File: src/rtl/mem_access_unit.sv
// Load/store unit between the execute stage and a request/ack data memory.
// Formats store lanes and load results, and times out if the memory never answers.
module mem_access_unit #(
    parameter int unsigned TIMEOUT = 255
) (
    input  logic        clk,
    input  logic        rst,
    input  logic [31:0] alu_out,
    input  logic [31:0] Wr_data,
    input  logic        mem_en,
    input  logic        mem_we,
    input  logic [2:0]  funct3,
    output logic        dmem_req,
    output logic        dmem_we,
    output logic [31:0] dmem_addr,
    output logic [3:0]  dmem_be,
    output logic [31:0] dmem_wdata,
    input  logic [31:0] dmem_rdata,
    input  logic        dmem_ack,
    output logic [31:0] load_data,
    output logic        stall,
    output logic        done,
    output logic        err
);

    typedef enum logic [1:0] {
        StIdle = 2'd0,
        StBusy = 2'd1,
        StDone = 2'd2
    } state_e;

    localparam logic [7:0] CntLast = 8'(TIMEOUT - 1);

    state_e      state_q, state_d;
    logic [7:0]  cnt_q, cnt_d;
    logic [31:0] addr_q, wdata_q, load_q;
    logic [3:0]  be_q;
    logic        we_q;
    logic [2:0]  f3_q;

    logic        misaligned, illegal, accept, busy;
    logic        stall_c, err_c, done_c;
    logic [3:0]  be_calc;
    logic [31:0] wdata_calc, load_fmt;
    logic [7:0]  rd_byte;
    logic [15:0] rd_half;

    always_comb begin
        misaligned = 1'b0;
        illegal    = 1'b0;
        case (funct3)
            3'b000: ;
            3'b001: misaligned = alu_out[0];
            3'b010: misaligned = |alu_out[1:0];
            3'b100: illegal = mem_we;
            3'b101: begin
                illegal    = mem_we;
                misaligned = alu_out[0];
            end
            default: illegal = 1'b1;
        endcase
    end

    always_comb begin
        be_calc    = 4'b1111;
        wdata_calc = 32'd0;
        if (mem_we) begin
            case (funct3[1:0])
                2'b00: begin
                    be_calc    = 4'b0001 << alu_out[1:0];
                    wdata_calc = {4{Wr_data[7:0]}};
                end
                2'b01: begin
                    be_calc    = 4'b0011 << {alu_out[1], 1'b0};
                    wdata_calc = {2{Wr_data[15:0]}};
                end
                default: begin
                    be_calc    = 4'b1111;
                    wdata_calc = Wr_data;
                end
            endcase
        end
    end

    // Lane selection uses the latched address; rdata is only valid in the ack cycle.
    always_comb begin
        rd_byte = dmem_rdata[{addr_q[1:0], 3'b000} +: 8];
        rd_half = dmem_rdata[{addr_q[1], 4'b0000} +: 16];
        case (f3_q)
            3'b000:  load_fmt = {{24{rd_byte[7]}}, rd_byte};
            3'b001:  load_fmt = {{16{rd_half[15]}}, rd_half};
            3'b100:  load_fmt = {24'd0, rd_byte};
            3'b101:  load_fmt = {16'd0, rd_half};
            default: load_fmt = dmem_rdata;
        endcase
    end

    always_comb begin
        state_d = state_q;
        cnt_d   = cnt_q;
        stall_c = 1'b0;
        err_c   = 1'b0;
        done_c  = 1'b0;
        accept  = 1'b0;
        unique case (state_q)
            StIdle: begin
                if (mem_en) begin
                    if (misaligned || illegal) begin
                        err_c = 1'b1;
                    end else begin
                        accept  = 1'b1;
                        stall_c = 1'b1;
                        cnt_d   = 8'd0;
                        state_d = StBusy;
                    end
                end
            end
            StBusy: begin
                stall_c = 1'b1;
                // An ack landing on the final allowed cycle still counts as success.
                if (dmem_ack) begin
                    state_d = StDone;
                end else if (cnt_q == CntLast) begin
                    err_c   = 1'b1;
                    state_d = StIdle;
                end else begin
                    cnt_d = cnt_q + 8'd1;
                end
            end
            StDone: begin
                done_c  = 1'b1;
                state_d = StIdle;
            end
            default: state_d = StIdle;
        endcase
    end

    always_ff @(posedge clk or posedge rst) begin
        if (rst) begin
            state_q <= StIdle;
            cnt_q   <= 8'd0;
            addr_q  <= 32'd0;
            wdata_q <= 32'd0;
            be_q    <= 4'd0;
            we_q    <= 1'b0;
            f3_q    <= 3'd0;
            load_q  <= 32'd0;
        end else begin
            state_q <= state_d;
            cnt_q   <= cnt_d;
            if (accept) begin
                addr_q  <= alu_out;
                wdata_q <= wdata_calc;
                be_q    <= be_calc;
                we_q    <= mem_we;
                f3_q    <= funct3;
            end
            if (state_q == StBusy && dmem_ack && !we_q) begin
                load_q <= load_fmt;
            end
        end
    end

    // Combinational outputs are gated by rst so they fall without waiting for clk.
    assign busy       = (state_q == StBusy);
    assign dmem_req   = busy;
    assign dmem_we    = busy & we_q;
    assign dmem_addr  = busy ? {addr_q[31:2], 2'b00} : 32'd0;
    assign dmem_be    = busy ? be_q : 4'd0;
    assign dmem_wdata = busy ? wdata_q : 32'd0;
    assign load_data  = load_q;
    assign stall      = stall_c & ~rst;
    assign err        = err_c & ~rst;
    assign done       = done_c & ~rst;

endmodule

File: config.mk
export PLATFORM = sky130hd
export DESIGN_NAME = mem_access_unit
export DESIGN_NICKNAME = d
export VERILOG_FILES = /design/src/rtl/mem_access_unit.sv
export SDC_FILE = /design/constraint.sdc
export NUM_CORES = 1
export LEC_CHECK = 0
export CAP_MARGIN = 20
export CORE_MARGIN = 1.5
export CORE_UTILIZATION = 46
export CTS_CLUSTER_DIAMETER = 40
export DETAILED_ROUTE_END_ITERATION = 7
export PLACE_DENSITY = 0.85
export SYNTH_ARGS = -nofsm -noshare
export SYNTH_HDL_FRONTEND = slang
export SYNTH_SLANG_ARGS = --single-unit
File: constraint.sdc
create_clock -name clk -period 4.2 [get_ports clk]
set_input_delay 0.84 -clock clk [delete_from_list [all_inputs] [get_ports clk]]
set_output_delay 0.84 -clock clk [all_outputs]
set_load 0.1 [all_outputs]
==> metrics.txt, run 1 <==
Clk pin slew, worst setup/hold paths=0.05 ns; Psw=3.138 mW; Avg Cell Area, Syn=8.261 um^2; Max IR drop VDD=0.3855 mV; Crit. End Element=primary output; startpoint types=input pin; Worst Path Arrival=2.48 ns; die height=117.0 um; CTS sink count=114; Syn Std Cell Area=5981 um^2; most frequent cell after synthesis=nand2_1; final WL=17.29 mm; via count=5,687; Switching Fraction=49.49%; Layout Skew=0.008211 ns; Yosys top cell area share=47.70%; Final Hold Viols=0; GP Congestion=0.8563; FF+latch count, synth=114; commonest cells in the netlist=220 x nand2_1, 114 x dfrtp_1, 68 x and2_1; post-DR wirelength/cell=15.89 um; Initial Utilization=47.20%; largest net degree at the start of global routing=110; CP Data Required Time=3.36 ns; number of diodes=0; Mapped Cells=724; r2r startpoint=addr_q[1]; Worst-Margin Slew=1.040 ns; MaxCap Viol Count=0; ranking of synthesized cells by area=dfrtp_1 48%, nand2_1 14%, and2_1 7.1%; gr usage total=25.66%; internal power=3.203 mW; row count=41; cts hold-fix bufs=0; Pre-Repair DR Iteration Count=5; Post-synth EDFFs=0; port buffer count=206; Flop pwr share=27.5%; combinational power share=50.5%; CTS tree=built; Crit Path Category=input pin to primary output; Synth area leader=dfrtp_1; Min-Delay Path Class=flip-flop to flip-flop; hold slack=0.4619 ns; number of global-route vias before repair=5,409; r2r worst-path depth=5; outcome=complete, no violations; Post-CTS Resized=0; Final Max Slew Viols=0; area grow syn2layout=43.37%; Critical path origin=alu_out[0]; first-pass GRT wire length=26.78 mm; Seq/Total Area, Yosys=47.70%; Tmin final=3.317 ns; hpwl dp=12.02 mm; H-tree depth=4; synth unique cells=48; clock root buffer=clkbuf_16; layout cells sized above 1=15.28%; post-CTS setup repair buffer count=0; fmax=0.3015 GHz; Die W=117.0 um; clock power share=22.0%; total die area=13,690 um^2; CP max FO=5; crit share post-route=78.96%; LEAKAGE=4.106 nW; worst-case clock buffer depth=2; pwr dens=739.6 nW/um^2; clock insertion delay at the later pin of the skew report=0.42 ns; GRT overflow=0; Yosys Warn Count=0; Routed Antenna Nets=0; DRC viols=0; Core Area=12,670 um^2; # IOs=209; Top FF cell, synth=dfrtp_1; ys async rst share=100.0%; Max-slew headroom=30.51%; hold_sp=addr_q[23]; RSZ-0062 raised after global routing=no; initial drt markers=534; via/cell ratio=5.227; setup TNS=0 ns; nets=1,012; WHS Path Cells=2; antenna violations before repair=0; Setup-failing EPs final=0; CTS buffer count=17
==> sequential cells by signal (all words and copies together) (netlist names) <==
register,count
f3_q,3
be_q,4
wdata_q,32
addr_q,32
we_q,1
state_q,2
load_data,32
cnt_q,8
==> final timing paths <==
check	endpoint	slack (ns)
setup / recovery	stall	0.88
hold / removal	addr_q[23]	0.46
setup reg to reg	load_data[19]	1.44
hold reg to reg	addr_q[23]	0.46
max in group asynchronous	addr_q[31]	2.40
min in group asynchronous	cnt_q[3]	1.05
==> worst max-delay path: stages <==
cell and delay (ns):
clkdlybuf4s50_1 0.57, a221oi_2 0.40, nor2_1 0.13, inv_1 0.07, a21oi_1 0.07, nor3_2 0.19
buf_12 0.21
==> final cells by class <==
| type | instances | area, um^2 |
|---|---|---|
| multi-input combinational | 533 | 2836 |
| tap | 172 | 215.2 |
| clock buffer | 23 | 488.0 |
| fill | 1051 | 4096 |
| clock inverter | 6 | 80.08 |
| inverter | 24 | 92.59 |
| sequential | 114 | 2853 |
| timing repair buffer | 216 | 2009 |
==> cell families (layout without fill, tap and decap cells) <==
group,count (synthesis),after routing,synth area share (%)
and+or+nand+nor,373,373,28.60
AOI/OAI and AO/OA,120,120,11.34
DFF,114,114,47.70
buffers and inverters,78,269,5.230
muxes,33,33,6.213
xor gates and xnor gates,3,3,0.4394
adders and majority gates,2,2,0.4183
other,1,2,0.06270
==> power groups by stage <==
| stage | Combinational, mW | Sequential, mW | Clock [mW] |
|---|---|---|---|
| finish | 3.20 | 1.75 | 1.40 |
| global placement | 3.16 | 1.74 | 0 |
| floorplan | 1.49 | 2.68 | 0 |
| CTS | 3.21 | 1.74 | 1.41 |
| global route | 3.37 | 1.79 | 1.46 |
| detailed placement | 3.20 | 1.76 | 0 |
==> stage by stage <==
stage	std cells	utilization [%]	power, mW	cell area (um^2)	worst slack, ns
after floorplan	725	-	4.168	5995	0.3319
after global placement	1059	63.19	4.895	8006	0.9112
after detailed placement	1059	63.19	4.962	8006	0.8808
after CTS	1088	67.67	6.368	8574	0.8774
after global routing	1088	67.67	6.629	8574	0.7209
final	1088	67.67	6.342	8574	0.8835
==> cells in the final DEF, fill, tap and decap left out, drive strengths merged, types with 2 or more instances in the layout <==
| master | synthesis | layout |
|---|---|---|
| a21oi | 35 | 35 |
| a221oi | 3 | 3 |
| a31oi | 7 | 7 |
| and2 | 68 | 68 |
| buf | 9 | 81 |
| bufinv | 0 | 2 |
| clkbuf | 45 | 23 |
| clkdlybuf4s50 | 0 | 135 |
| clkinv | 1 | 5 |
| conb | 1 | 2 |
| dfrtp | 114 | 114 |
| ha | 2 | 2 |
| inv | 23 | 23 |
| mux2 | 23 | 23 |
| mux2i | 9 | 9 |
| nand2 | 220 | 220 |
| nand2b | 4 | 4 |
| nand3 | 35 | 35 |
| nor2 | 22 | 22 |
| nor2b | 3 | 3 |
| nor3 | 5 | 5 |
| nor3b | 2 | 2 |
| nor4 | 3 | 3 |
| o21ai | 55 | 55 |
| o22ai | 9 | 9 |
| o31ai | 2 | 2 |
| or3 | 2 | 2 |
| or4 | 3 | 3 |
| xnor2 | 3 | 3 |
==> metal layers <==
metal,up-vias,wire (um),GRT usage [%]
met1,2668,6869,30.79
met5,-,0,0
met2,243,8366,42.07
li1,2745,-,-
met3,31,1708,9.732
met4,0,347,9.880
Note: power is estimated with default switching activity, not from simulation.
==> run 2: changes to the inputs <==
--- a/config.mk
+++ b/config.mk
@@ -7,10 +7,10 @@
 export LEC_CHECK = 0
 export CAP_MARGIN = 20
 export CORE_MARGIN = 1.5
-export CORE_UTILIZATION = 46
+export CORE_UTILIZATION = 41
 export CTS_CLUSTER_DIAMETER = 40
 export DETAILED_ROUTE_END_ITERATION = 7
-export PLACE_DENSITY = 0.85
+export PLACE_DENSITY = 0.81
 export SYNTH_ARGS = -nofsm -noshare
 export SYNTH_HDL_FRONTEND = slang
 export SYNTH_SLANG_ARGS = --single-unit
==> constraint.sdc (replaced) <==
create_clock -name clk -period 2.81 [get_ports clk]
set_input_delay 0.562 -clock clk [delete_from_list [all_inputs] [get_ports clk]]
set_output_delay 0.562 -clock clk [all_outputs]
set_load 0.1 [all_outputs]
==> run 2 against run 1 <==
Net effect: clock skew fell by 0.0025 ns; combinational power rose by 62%; clock power rose by 51%; routed wire length rose by 5.2%; critical endpoint unchanged; sequential power rose by 50%; critical path depth did not move; non-clock buffer count rose by 10; global-route usage fell by 1.0 points; die area rose by 12%; first-iteration DRC count fell by 35%.
==> metrics.txt, run 2 (same netlist as run 1, synthesis figures left out) <==
outcome=complete, no violations; crit share post-route=94.32%; Min-Delay Path Class=flip-flop to flip-flop; Final Hold Viols=0 (unchanged); port buffer count=206 (unchanged); GR Util met1=29.12% (-1.7 points); number of global-route vias before repair=5,560 (+2.8%); most common cell after layout, fill and taps aside=nand2_1; nets=1,022 (+0.99%); fmax=0.3773 GHz; LEAKAGE=4.417 nW (+7.6%); Worst Path Arrival=2.09 ns (-0.39 ns); Layout Skew=0.005667 ns (-0.002544 ns); Switching Fraction=49.04% (-0.45 points); Initial Utilization=42.59% (-4.6 points); via count=5,685 (-0.035%); Flop pwr share=26.4% (-1.1 points); RSZ-0062 raised after global routing=no; first-pass GRT wire length=28.52 mm (+6.5%); CP max FO=3 (-2); GRT busiest layer=met2; internal power=5.054 mW (+58%); Critical path origin=mem_we; clock root buffer=clkbuf_16; Crit Path Category=input pin to primary output; Max-slew headroom=49.79% (+19 points); Routed Antenna Nets=0 (unchanged); Clk pin slew, worst setup/hold paths=0.05 ns (about the same); via/cell ratio=5.126 (-1.9%); MaxCap Viol Count=0 (unchanged); Inst Count DP=1,075 (+1.5%); hold_sp=addr_q[19]; Final Max Slew Viols=0 (unchanged); met3 usage=10.03% (+0.30 points); final WL=18.19 mm (+5.2%); hpwl dp=12.72 mm (+5.9%); Setup-failing EPs final=0 (unchanged); worst-case clock buffer depth=2 (unchanged); cts hold-fix bufs=0 (unchanged); GRT overflow=0 (unchanged); Core Area=14,040 um^2 (+11%); Pre-Repair DR Iteration Count=6 (+1); die height=123.8 um (+5.8%); H-tree depth=4 (unchanged); Die W=123.8 um (+5.8%); initial drt markers=347 (-35%); commonest cells after routing, fill and taps aside=220 x nand2_1, 114 x dfrtp_1, 100 x clkdlybuf4s50_1, 75 x buf_12, 68 x and2_1; M2 GR Usage=39.23% (-2.8 points); Crit. End Element=primary output; pwr dens=1044 nW/um^2 (+41%); final non-filler cell total=1,109 (+1.9%); Final Power=9.919 mW (+56%); r2r startpoint=state_q[0]; clock power share=21.4% (-0.6 points); Max IR drop VDD=0.6072 mV (+58%); GP Congestion=0.8965 (+4.7%); total die area=15,320 um^2 (+12%); # IOs=209 (unchanged); CP Data Required Time=2.25 ns (-1.11 ns); CTS sink count=114 (unchanged); Worst-Margin Slew=0.7532 ns (-0.2870 ns); Tmin final=2.650 ns; combinational power share=52.2% (+1.7 points); largest net degree at the start of global routing=115 (+4.5%); gr usage total=24.65% (-1.0 points); post-DR wirelength/cell=16.40 um (+3.2%); DRC viols=0 (unchanged); R2R Setup Slk=0.60 ns (-0.84 ns); fillcell total=1,061 (+0.95%); Psw=4.865 mW (+55%); startpoint types=input pin; clock insertion delay at the later pin of the skew report=0.42 ns (about the same); antenna violations before repair=1 (+1); area grow syn2layout=58.89%; CTS tree=built; layout cells sized above 1=20.15% (+4.9 points); CTS buffer count=17 (unchanged); row count=43 (+4.9%)
==> run 2: repair_timing <==
item / in CTS / in global routing
endpoints found under the setup margin: 1 / 1
endpoints found under the hold margin: 0 / 0
setup buffers: 1 / 1
gates resized for setup: 0 / 3
pin swaps: 1 / 3
==> run 2: worst max-delay path, cell delays in order <==
cell and delay [ns]:
clkdlybuf4s50_1 0.46, a221oi_2 0.31, nor2_1 0.12, inv_1 0.07, a21oi_1 0.08, nor3_2 0.27
buf_12 0.21
==> run 2: routing by layer <==
layer  routed length [um]  part of all wire, %
met1                 7068                   39
met2                 8626                   47
met5                    0                    0
met3                 1880                   10
met4                  615                  3.4
==> run 2: layout make-up <==
type | count | area (um^2) | share of cell area, %
clock buffer | 19 | 452.9 | 4.766
timing repair buffer | 226 | 2900 | 30.52
antenna | 1 | 2.502 | 0.02633
tap | 180 | 225.2 | 2.370
sequential | 114 | 2853 | 30.02
clock inverter | 12 | 133.9 | 1.409
inverter | 24 | 93.84 | 0.9875
multi-input combinational | 533 | 2841 | 29.90
==> run 2: final timing paths <==
| kind | end | depth (start not counted) |
|---|---|---|
| worst min register to register | addr_q[19] | 2 |
| worst min-delay path | addr_q[19] | 2 |
| min in group asynchronous | state_q[1] | 3 |
| worst max-delay path | stall | 7 |
| max in group asynchronous | load_data[16] | 3 |
| worst max register to register | load_data[30] | 5 |
==> run 2: per-stage QoR <==
step | utilization [%] | worst slack, ns | instance area (um^2) | TNS [ns] | hold WS (ns)
detailed placement | 63.32 | -0.05212 | 8891 | -0.1274 | 0.4540
finish | 67.67 | 0.1597 | 9503 | 0 | 0.4636
floorplan | - | -0.1186 | 6005 | -0.1186 | 0.4374
global placement | 63.32 | 0.02229 | 8891 | 0 | 0.4478
CTS | 67.55 | 0.02612 | 9485 | 0 | 0.4673
global route | 67.66 | 0.04276 | 9500 | 0 | 0.4807
==> run 2: power groups by stage <==
stage	clock (mW)	combinational (mW)	sequential (mW)
2_1_floorplan	0	2.23	4.00
3_3_place_gp	0	5.11	2.60
3_5_place_dp	0	5.18	2.63
4_1_cts	2.16	5.20	2.62
5_1_grt	2.23	5.45	2.70
6_report	2.12	5.18	2.62
==> run 3: changes to the inputs <==
--- a/config.mk
+++ b/config.mk
@@ -7,10 +7,11 @@
 export LEC_CHECK = 0
 export CAP_MARGIN = 20
 export CORE_MARGIN = 1.5
-export CORE_UTILIZATION = 41
+export CORE_UTILIZATION = 42
+export CTS_BUF_LIST = sky130_fd_sc_hd__clkbuf_4 sky130_fd_sc_hd__clkbuf_8
 export CTS_CLUSTER_DIAMETER = 40
 export DETAILED_ROUTE_END_ITERATION = 7
-export PLACE_DENSITY = 0.81
+export PLACE_DENSITY = 0.82
 export SYNTH_ARGS = -nofsm -noshare
 export SYNTH_HDL_FRONTEND = slang
 export SYNTH_SLANG_ARGS = --single-unit
==> run 3 against run 2 <==
Net effect: highest routed layer unchanged; clock skew grew 0.00096 ns; die area fell by 2.3%; sequential power about the same.
==> metrics.txt, run 3 (same netlist as run 1, synthesis figures left out) <==
hold slack=0.4637 ns (+0.00009000 ns); Die W=122.3 um (-1.2%); port buffer count=206 (unchanged); # IOs=209 (unchanged); final WL=17.96 mm (-1.3%); largest net degree at the start of global routing=110 (-4.3%); number of diodes=0 (-1); Crit Path Category=input pin to primary output; hpwl dp=12.85 mm (+0.97%); pwr dens=1023 nW/um^2 (-2.0%); initial drt markers=429 (+24%); max incr delay on CP=0.54 ns (+0.08 ns); Clk pin slew, worst setup/hold paths=0.06 ns (about the same); Final Power=9.625 mW (-3.0%); fmax=0.3675 GHz (-2.6%); area grow syn2layout=57.26%; met3 usage=11.15% (+1.1 points); via/cell ratio=5.248 (+2.4%); CP Data Required Time=2.25 ns (about the same); Pre-Repair DR Iteration Count=7 (+1); logic depth of the worst path, buffers included=7 (unchanged); die height=122.3 um (-1.2%); Worst-Margin Slew=0.5959 ns (-0.1573 ns); CTS tree=built; Crit. End Element=primary output; Final Hold Viols=0 (unchanged); commonest cells after routing, fill and taps aside=220 x nand2_1, 114 x dfrtp_1, 103 x clkdlybuf4s50_1, 75 x buf_12, 68 x and2_1; Routed Antenna Nets=0 (unchanged); LEAKAGE=4.377 nW (-0.90%); GR Util met1=29.24% (+0.12 points); slowest CP cell=clkdlybuf4s50_1; most common cell after layout, fill and taps aside=nand2_1; post-layout util=67.76% (+0.084 points); GRT overflow=0 (unchanged); GP Congestion=0.9306 (+3.8%); Worst Path Arrival=2.16 ns (+0.07 ns); Max-slew headroom=60.28% (+10 points); via count=5,831 (+2.6%); CTS buffer count=17 (unchanged); r2r worst-path depth=5 (unchanged); M2 GR Usage=39.56% (+0.33 points); CTS sink count=114 (unchanged); crit share post-route=96.84% (+2.5 points); MaxCap Viol Count=0 (unchanged); Layout Skew=0.006631 ns (+0.0009635 ns); DRC viols=0 (unchanged); antenna violations before repair=0 (-1); Core Area=13,880 um^2 (-1.1%); Top delay family on crit path=buffers and inverters; layout cells sized above 1=20.41% (+0.26 points); RSZ-0062 raised after global routing=no; Tmin final=2.721 ns (+0.07087 ns); worst path bufs/invs=3 (unchanged); gr usage total=24.73% (+0.083 points); clock root buffer=clkbuf_8; row count=43 (unchanged); Initial Utilization=43.09% (+0.50 points); startpoint types=input pin; GRT busiest layer=met2; worst-case clock buffer depth=2 (unchanged); first-pass GRT wire length=28.52 mm (unchanged); total die area=14,960 um^2 (-2.3%); CP max FO=3 (unchanged); nets=1,024 (+0.20%); Min-Delay Path Class=flip-flop to flip-flop; outcome=complete, no violations; Final Max Slew Viols=0 (unchanged); CP Cell Sequence=clkdlybuf4s50_1 -> a221oi_2 -> nor2_1 -> inv_1 -> a21oi_1 -> nor3_2 -> buf_12; Setup-failing EPs final=0 (unchanged); clock insertion delay at the later pin of the skew report=0.44 ns (+0.02 ns); H-tree depth=4 (unchanged); Post-CTS Resized=0 (unchanged); number of global-route vias before repair=5,689 (+2.3%); Max IR drop VDD=0.5860 mV (-3.5%); post-DR wirelength/cell=16.17 um (-1.4%); WHS Path Cells=2 (unchanged)
## run 3: area by class of cell
type / count / area (um^2)
fill: 1078 / 4476
timing repair buffer: 228 / 2908
sequential: 114 / 2853
multi-input combinational: 533 / 2841
clock buffer: 23 / 310.3
tap: 180 / 225.2
clock inverter: 9 / 173.9
inverter: 24 / 93.84
## run 3: routing by layer
layer / share of wire [%] / vias to the layer above
met3: 11 / 40
li1: - / 2768
met2: 48 / 269
met4: 2.9 / 0
met1: 38 / 2754
met5: 0 / -
## run 3: worst paths after layout
kind                       startpoint       endpoint  slack [ns]
min                        addr_q[19]     addr_q[19]        0.46
min reg2reg                addr_q[19]     addr_q[19]        0.46
max reg2reg                state_q[0]  load_data[27]        0.59
min in group asynchronous         rst     state_q[1]        0.67
max in group asynchronous         rst   load_data[3]        1.59
max                        alu_out[0]          stall        0.09
## run 3: worst min-delay path, cell delays in order (launching register included)
cell and delay, ns:
dfrtp_1 0.33, nand2_1 0.05, nand2_1 0.05
## run 3: power breakdown
group          switching [mW]  leakage, nW  total [mW]  internal (mW)
clock                   0.671        0.249        1.85           1.18
sequential              0.390         1.45        2.60           2.21
combinational            3.67         2.67        5.17           1.49
## run 3: what timing repair did
action | 4_1_cts | 5_1_grt
hold buffers | 0 | 0
endpoints found under the setup margin | 0 | 1
setup buffers | 0 | 1
## run 3: stage by stage
stage	cell area (um^2)	TNS (ns)	setup slack (ns)	cells
floorplan	6005	-0.1186	-0.1186	725
global placement	8914	0	0.007537	1078
detailed placement	8914	-0.06998	-0.04712	1078
CTS	9398	0	0.03713	1110
global route	9405	0	0.03958	1111
finish	9405	0	0.08887	1111
